## config.mk

```make
export PLATFORM = sky130hd
export DESIGN_NAME = srl_fifo
export DESIGN_NICKNAME = d
export VERILOG_FILES = /design/src/rtl/srl_fifo_pkg.sv /design/src/rtl/SRLC32E.sv /design/src/rtl/srl_fifo.sv
export SDC_FILE = /design/constraint.sdc
export NUM_CORES = 1
export LEC_CHECK = 0
export ABC_CLOCK_PERIOD_IN_PS = 9360
export BUFFER_PORTS_ARGS = -buffer_cell sky130_fd_sc_hd__buf_2
export CORE_ASPECT_RATIO = 0.5
export CORE_UTILIZATION = 40
export CTS_CLUSTER_DIAMETER = 40
export DETAILED_ROUTE_END_ITERATION = 12
export GPL_TIMING_DRIVEN = 1
export PLACE_DENSITY = 0.64
export RECOVER_POWER = 100
export SKIP_CTS_REPAIR_TIMING = 1
export SLEW_MARGIN = 20
export SYNTH_ARGS = -nofsm -noshare
export SYNTH_HDL_FRONTEND = slang
export SYNTH_SLANG_ARGS = --single-unit
export TNS_END_PERCENT = 1
```

## constraint.sdc

```tcl
create_clock -name CLK -period 9.36 [get_ports CLK]
set_clock_uncertainty 0.1 [all_clocks]
set_input_delay 2.808 -clock CLK [delete_from_list [all_inputs] [get_ports CLK]]
set_output_delay 2.808 -clock CLK [all_outputs]
set_load 0.1 [all_outputs]
```

## src/rtl/srl_fifo_pkg.sv

```systemverilog
// Shared sizing constants and helpers for the SRL-backed FIFO.
package srl_fifo_pkg;

  localparam int unsigned SRL_DEPTH = 32;
  localparam int unsigned ADDR_W    = 5;
  localparam int unsigned LEVEL_W   = 6;
  localparam int unsigned CAPACITY  = 33;

  typedef logic [LEVEL_W-1:0] level_t;
  typedef logic [ADDR_W-1:0]  addr_t;

  // Oldest SRL entry sits at count-1; wraps harmlessly to 31 when empty.
  function automatic addr_t oldest_addr(input level_t count);
    return addr_t'(count - level_t'(1));
  endfunction

endpackage

```

## src/rtl/SRLC32E.sv

```systemverilog
// 32-deep addressable shift register primitive, one data bit wide, no reset.
module SRLC32E import srl_fifo_pkg::*; #(
  parameter bit IS_CLK_INVERTED = 1'b0
) (
  input  logic              CLK,
  input  logic              CE,
  input  logic              D,
  input  logic [ADDR_W-1:0] A,
  output logic              Q,
  output logic              Q31
);

  logic                 clk_int;
  logic [SRL_DEPTH-1:0] sr_q;

  assign clk_int = CLK ^ IS_CLK_INVERTED;

  always_ff @(posedge clk_int) begin
    if (CE) begin
      sr_q <= {sr_q[SRL_DEPTH-2:0], D};
    end
  end

  assign Q   = sr_q[A];
  assign Q31 = sr_q[SRL_DEPTH-1];

endmodule

```

## src/rtl/srl_fifo.sv

```systemverilog
// FIFO of 32 SRL entries plus a registered output word; capacity 33.
module srl_fifo import srl_fifo_pkg::*; #(
  parameter int unsigned WIDTH           = 8,
  parameter bit          IS_CLK_INVERTED = 1'b0
) (
  input  logic               CLK,
  input  logic               RST_N,
  input  logic               WR_VALID,
  output logic               WR_READY,
  input  logic [WIDTH-1:0]   WR_DATA,
  output logic               RD_VALID,
  input  logic               RD_READY,
  output logic [WIDTH-1:0]   RD_DATA,
  output logic [LEVEL_W-1:0] LEVEL
);

  logic             clk_int;
  logic             push;
  logic             pop;
  logic             load;
  addr_t            srl_addr;
  logic [WIDTH-1:0] srl_q;
  logic [WIDTH-1:0] unused_q31;

  level_t           srl_count_q, srl_count_d;
  level_t           level_q, level_d;
  logic             rd_valid_q, rd_valid_d;
  logic             wr_ready_q, wr_ready_d;
  logic [WIDTH-1:0] rd_data_q, rd_data_d;

  assign clk_int  = CLK ^ IS_CLK_INVERTED;
  assign srl_addr = oldest_addr(srl_count_q);

  for (genvar i = 0; i < WIDTH; i++) begin : g_bit
    SRLC32E #(
      .IS_CLK_INVERTED(IS_CLK_INVERTED)
    ) u_srl (
      .CLK(CLK),
      .CE (push),
      .D  (WR_DATA[i]),
      .A  (srl_addr),
      .Q  (srl_q[i]),
      .Q31(unused_q31[i])
    );
  end

  always_comb begin
    push        = WR_VALID && wr_ready_q;
    pop         = rd_valid_q && RD_READY;
    // Refill the output word whenever it is empty or being consumed this edge.
    load        = (srl_count_q != '0) && (!rd_valid_q || pop);
    srl_count_d = srl_count_q + level_t'(push) - level_t'(load);
    rd_data_d   = rd_data_q;
    rd_valid_d  = rd_valid_q;
    if (load) begin
      rd_data_d  = srl_q;
      rd_valid_d = 1'b1;
    end else if (pop) begin
      rd_valid_d = 1'b0;
    end
    level_d    = srl_count_d + level_t'(rd_valid_d);
    wr_ready_d = srl_count_d < level_t'(SRL_DEPTH);
  end

  always_ff @(posedge clk_int or negedge RST_N) begin
    if (!RST_N) begin
      srl_count_q <= '0;
      level_q     <= '0;
      rd_valid_q  <= 1'b0;
      wr_ready_q  <= 1'b0;
      rd_data_q   <= '0;
    end else begin
      srl_count_q <= srl_count_d;
      level_q     <= level_d;
      rd_valid_q  <= rd_valid_d;
      wr_ready_q  <= wr_ready_d;
      rd_data_q   <= rd_data_d;
    end
  end

  assign WR_READY = wr_ready_q;
  assign RD_VALID = rd_valid_q;
  assign RD_DATA  = rd_data_q;
  assign LEVEL    = level_q;

  a_count_bound: assert property (@(posedge clk_int) disable iff (!RST_N)
    srl_count_q <= level_t'(SRL_DEPTH));
  a_level_bound: assert property (@(posedge clk_int) disable iff (!RST_N)
    level_q <= level_t'(CAPACITY));

endmodule
```

==> results.json, run 1 <==
{
  "fin_hold_ws_ns": 0.334,
  "grt_max_degree": 99,
  "tightestPinTransition_ns": 4.05,
  "numCtsBuffers": 30,
  "setup_tns_ns": 0,
  "final_cell_mix": "256 x edfxtp_1, 127 x nand2_1, 48 x nand3_1",
  "slew_violations": 77,
  "h-tree-depth": 1,
  "via_per_inst": 5.27,
  "drt-pass1-iter-count": 5,
  "place.gp.congestion": 0.747,
  "endpoint_kind": "register",
  "setup_viol": 0,
  "rows": 42,
  "slew_headroom": -1.70,
  "drc_errors": 0,
  "finalCriticalPeriod_ns": 6.57,
  "cp.arrival_ns": 6.51,
  "critPathKind": "in2reg",
  "ys_seq_area_frac": 0.757,
  "ant_nets": 0,
  "placed_cells": 1016,
  "die-width_um": 235,
  "wl_met1_um": 9650,
  "hpwlAfterDp_um": 11100,
  "synth_compound_area_frac": 0.0331,
  "overflow": 0,
  "synthToLayoutAreaGrowth_pct": 14.4,
  "synth.distinct_cells": 37,
  "met2RoutedLength_um": 8550,
  "violations": "capacitance limit, slew limit",
  "async_flop_share": 0.0791,
  "antennaDiodeCount": 0,
  "io_buffers": 27,
  "grt_pass1_wl_um": 31900,
  "ys_warn_count": 0,
  "dr_wl_met3_um": 1110,
  "track_usage": 0.144,
  "synth_mux_area_frac": 0.0809,
  "cap_violations": 1,
  "path_max_fanout": 98,
  "synth_top_family_by_area": "simple AND/OR/NAND/NOR gates",
  "synthAdderAreaFrac": 0.0191,
  "die_y_um": 119,
  "fin_cells": 1072,
  "io_pins": 28,
  "wl_per_cell_um": 18.3,
  "cts.sinks": 278,
  "clkTransAtPathRegs_ns": 0.06,
  "grt_pass1_vias": 5596,
  "start_util": 0.409,
  "synth_ff_type": "edfxtp_1",
  "cp-start-kind": "input port",
  "synth_edf_count": 256,
  "insertion_delay_ns": 0.55,
  "antenna_found_initial": 0,
  "min_period_over_period": 0.702,
  "syn_inst": 658,
  "clockRootBuffer": "clkbuf_16",
  "fp.dieArea_mm2": 0.0279,
  "worstPathRequired_ns": 9.30,
  "drt-total-wl_um": 19600,
  "synth-seq-cells": 278,
  "yosys.area_share.simple": 0.0839,
  "final_common_cell": "edfxtp_1",
  "drive_gt1_frac": 0.143,
  "core_mm2": 0.0266,
  "hp-class": "reg2reg",
  "layout.nets": 724,
  "synth_xor_area_frac": 0.00943,
  "status": "finished with violations",
  "cts_tree": "built",
  "num_vias": 5645,
  "syn-num-nets": 686,
  "synth_area_mm2": 0.0109,
  "finalHoldViolCount": 0,
  "fmax_mhz": 152,
  "topRoutingLayerUsed": "met4",
  "synth_area_per_cell_um2": 16.5,
  "drtIter0Drc": 638,
  "rsz0062_at_grt": "false",
  "clk_path_buf_depth": 3
}
stage by stage:
| step | utilization | cell area (µm²) | setup WS [ns] |
|---|---|---|---|
| 3_5_place_dp | 0.430 | 11400 | 4.18 |
| 6_report | 0.468 | 12400 | 2.79 |
| 3_3_place_gp | 0.430 | 11400 | 4.24 |
| 4_1_cts | 0.469 | 12500 | 4.76 |
| 2_1_floorplan | - | 10900 | 0.813 |
| 5_1_grt | 0.468 | 12400 | 2.47 |
worst max-delay path, stage by stage:
cell      delay [ns]
buf_2           0.08
nand2_1         0.16
inv_8           0.48
clkbuf_1        2.87
per-layer routing:
metal	global-route usage	vias up
li1	-	2615
met1	0.226	2862
met2	0.209	146
met3	0.0262	22
met4	0.0298	0
met5	0	-
worst paths after layout:
path                                              startpoint                                end  slack, ns  cells after the start
setup / recovery                                    WR_VALID  g_bit[4].u_srl.sr_q[31]$_DFFE_PP_       2.79                      4
hold / removal             g_bit[6].u_srl.sr_q[22]$_DFFE_PP_  g_bit[6].u_srl.sr_q[23]$_DFFE_PP_       0.33                      0
setup reg to reg                          WR_READY$_DFF_PN0_  g_bit[4].u_srl.sr_q[31]$_DFFE_PP_       4.78                      3
hold reg to reg            g_bit[6].u_srl.sr_q[22]$_DFFE_PP_  g_bit[6].u_srl.sr_q[23]$_DFFE_PP_       0.33                      0
max in group asynchronous                              RST_N           srl_count_q[0]$_DFF_PN0_       5.82                      1
min in group asynchronous                              RST_N             RD_DATA[7]$_DFFE_PN0P_       2.45                      1
cells by family (layout without fill, tap and decap cells):
kind of cell    after synthesis  count (layout)
fa+ha+maj                    16              16
mux                          48              48
compound gates               51              51
simple gates                211             211
xor+xnor                     10              10
buf+inv                      44             106
flops                       278             278
cells in the mapped netlist (9+ instances only):
master	count	area (µm²)
nor2_1	12	45.0
a32oi_1	16	140
dfrtp_1	22	551
nand2_1	127	477
nand3_1	48	240
ha_1	15	188
mux4_2	32	721
mux2i_1	16	160
a21oi_1	9	45.0
clkbuf_1	16	60.1
edfxtp_1	256	7690
inv_1	14	52.6
a31oi_1	17	106
layout make-up:
| cell class | count | area [µm²] |
|---|---|---|
| Clock buffer | 35 | 779 |
| Clock inverter | 21 | 263 |
| Fill cell | 2263 | 14100 |
| Inverter | 14 | 60.1 |
| Multi-Input combinational cell | 336 | 2490 |
| Sequential cell | 278 | 8240 |
| Tap cell | 352 | 440 |
| Timing Repair Buffer | 36 | 174 |
flip-flops by register name, indices dropped and copies added (netlist names):
register,flops
LEVEL,6
RD_DATA,8
RD_VALID,1
WR_READY,1
g_bit.u_srl.sr_q,256
srl_count_q,6
Power of run 1 is left out: the tool's default activity adds up to more than one toggle a clock period on the data nets, which glitch-free logic cannot reach.
==> run 2, diff against run 1 <==
--- a/config.mk
+++ b/config.mk
@@ -5,7 +5,7 @@
 export SDC_FILE = /design/constraint.sdc
 export NUM_CORES = 1
 export LEC_CHECK = 0
-export ABC_CLOCK_PERIOD_IN_PS = 9360
+export ABC_CLOCK_PERIOD_IN_PS = 6500
 export BUFFER_PORTS_ARGS = -buffer_cell sky130_fd_sc_hd__buf_2
 export CORE_ASPECT_RATIO = 0.5
 export CORE_UTILIZATION = 40
==> constraint.sdc (replaced) <==
create_clock -name CLK -period 6.5 [get_ports CLK]
set_clock_uncertainty 0.1 [all_clocks]
set_input_delay 1.95 -clock CLK [delete_from_list [all_inputs] [get_ports CLK]]
set_output_delay 1.95 -clock CLK [all_outputs]
set_load 0.1 [all_outputs]
==> run 2 against run 1 <==
Net effect:
- the run still ends with capacitance limit, slew limit left
- worst setup slack got worse by 1.1 ns
- core utilization decreased by 0.19 points
- clock-buffer cell count shrank 1
- global-route usage shrank 0.31 points
- critical path depth is 1 higher
- worst hold slack better by 0.0050 ns
- register-to-register slack lost 3.0 ns
- non-clock buffer count rose by 4
- critical endpoint is now g_bit[0].u_srl.sr_q[12]$_DFFE_PP_
- largest cell class unchanged
==> results.json, run 2 (synthesized netlist as in run 1, its figures left out) <==
{
  "final_cell_mix": "256 x edfxtp_1, 127 x nand2_1, 48 x nand3_1",
  "drt-pass1-iter-count": 5,
  "clockRootBuffer": "clkbuf_16",
  "final_common_cell": "edfxtp_1",
  "regMostFlops": "g_bit.u_srl.sr_q",
  "core_mm2": 0.0266,
  "path_max_fanout": 38,
  "fp.dieArea_mm2": 0.0279,
  "grt_pass1_vias": 5563,
  "start_util": 0.409,
  "finalCriticalPeriod_ns": 4.76,
  "num_vias": 5731,
  "finalHoldViolCount": 0,
  "die-width_um": 235,
  "cp-start-kind": "input port",
  "drt-total-wl_um": 19500,
  "antenna_found_initial": 0,
  "cap_violations": 3,
  "setup_viol": 0,
  "clk_path_buf_depth": 3,
  "io_pins": 28,
  "wl_per_cell_um": 18.1,
  "cts_tree": "built",
  "violations": "capacitance limit, slew limit",
  "numCtsBuffers": 30,
  "endpoint_kind": "register",
  "die_y_um": 119,
  "overflow": 0,
  "cts.sinks": 278,
  "grt_pass1_wl_um": 31300,
  "hp-class": "reg2reg",
  "antennaDiodeCount": 0,
  "reg2reg_slack_ns": 1.81,
  "insertion_delay_ns": 0.54,
  "critPathKind": "in2reg",
  "layout.nets": 728,
  "slew_headroom": -0.683,
  "rsz0062_at_grt": "false",
  "worstPathRequired_ns": 6.56,
  "largest_register_ffs": 256,
  "slew_violations": 181,
  "setup_tns_ns": 0,
  "synthToLayoutAreaGrowth_pct": 13.9,
  "grt_max_degree": 107,
  "status": "finished with violations",
  "place.gp.congestion": 0.735,
  "drive_gt1_frac": 0.144,
  "via_per_inst": 5.34,
  "h-tree-depth": 1,
  "tightestPinTransition_ns": 2.52,
  "fmax_mhz": 210,
  "drtIter0Drc": 548,
  "ant_nets": 0,
  "hpwlAfterDp_um": 11200,
  "rows": 42,
  "cp.arrival_ns": 4.83,
  "io_buffers": 27,
  "track_usage": 0.141,
  "min_period_over_period": 0.733,
  "clkTransAtPathRegs_ns": 0.06,
  "drc_errors": 0
}
run 2: worst max-delay path, stage by stage:
cell,delay (ns)
buf_2,0.08
nand2_1,0.09
clkinvlp_2,0.41
clkbuf_1,1.52
clkbuf_1,0.76
run 2: worst paths after layout:
check | from | end | depth (start not counted)
max | WR_VALID | g_bit[0].u_srl.sr_q[12]$_DFFE_PP_ | 5
min | g_bit[6].u_srl.sr_q[13]$_DFFE_PP_ | g_bit[6].u_srl.sr_q[14]$_DFFE_PP_ | 0
min reg2reg | g_bit[6].u_srl.sr_q[13]$_DFFE_PP_ | g_bit[6].u_srl.sr_q[14]$_DFFE_PP_ | 0
max reg2reg | srl_count_q[0]$_DFF_PN0_ | RD_DATA[1]$_DFFE_PN0P_ | 9
min in group asynchronous | RST_N | WR_READY$_DFF_PN0_ | 1
max in group asynchronous | RST_N | srl_count_q[0]$_DFF_PN0_ | 1
run 2: cell type report:
| class | instances | area, µm² |
|---|---|---|
| fillers | 2248 | 14200 |
| flip-flops and latches | 278 | 8240 |
| inverters | 14 | 53.8 |
| clock inverters | 19 | 191 |
| well taps | 352 | 440 |
| multi-input cells | 336 | 2490 |
| repair buffers | 40 | 194 |
| clock buffers | 34 | 787 |
run 2: routing by layer:
layer	global-route usage	vias to the layer above	wire [µm]
met5	0	-	0
met4	0.0331	0	314
met3	0.0248	28	875
met2	0.213	130	8630
met1	0.214	2949	9640
li1	-	2624	-
run 2: through the flow:
| stage | setup WS, ns | hold WS [ns] | cells | utilization | cell area, µm² |
|---|---|---|---|---|---|
| floorplan | 0.0974 | 0.321 | 658 | - | 10900 |
| global placement | 2.25 | 0.326 | 1019 | 0.431 | 11500 |
| detailed placement | 2.20 | 0.329 | 1019 | 0.431 | 11500 |
| CTS | 2.57 | 0.339 | 1072 | 0.468 | 12400 |
| global route | 1.41 | 0.346 | 1073 | 0.466 | 12400 |
| finish | 1.74 | 0.339 | 1073 | 0.466 | 12400 |
Power of run 2 is left out for the same reason.
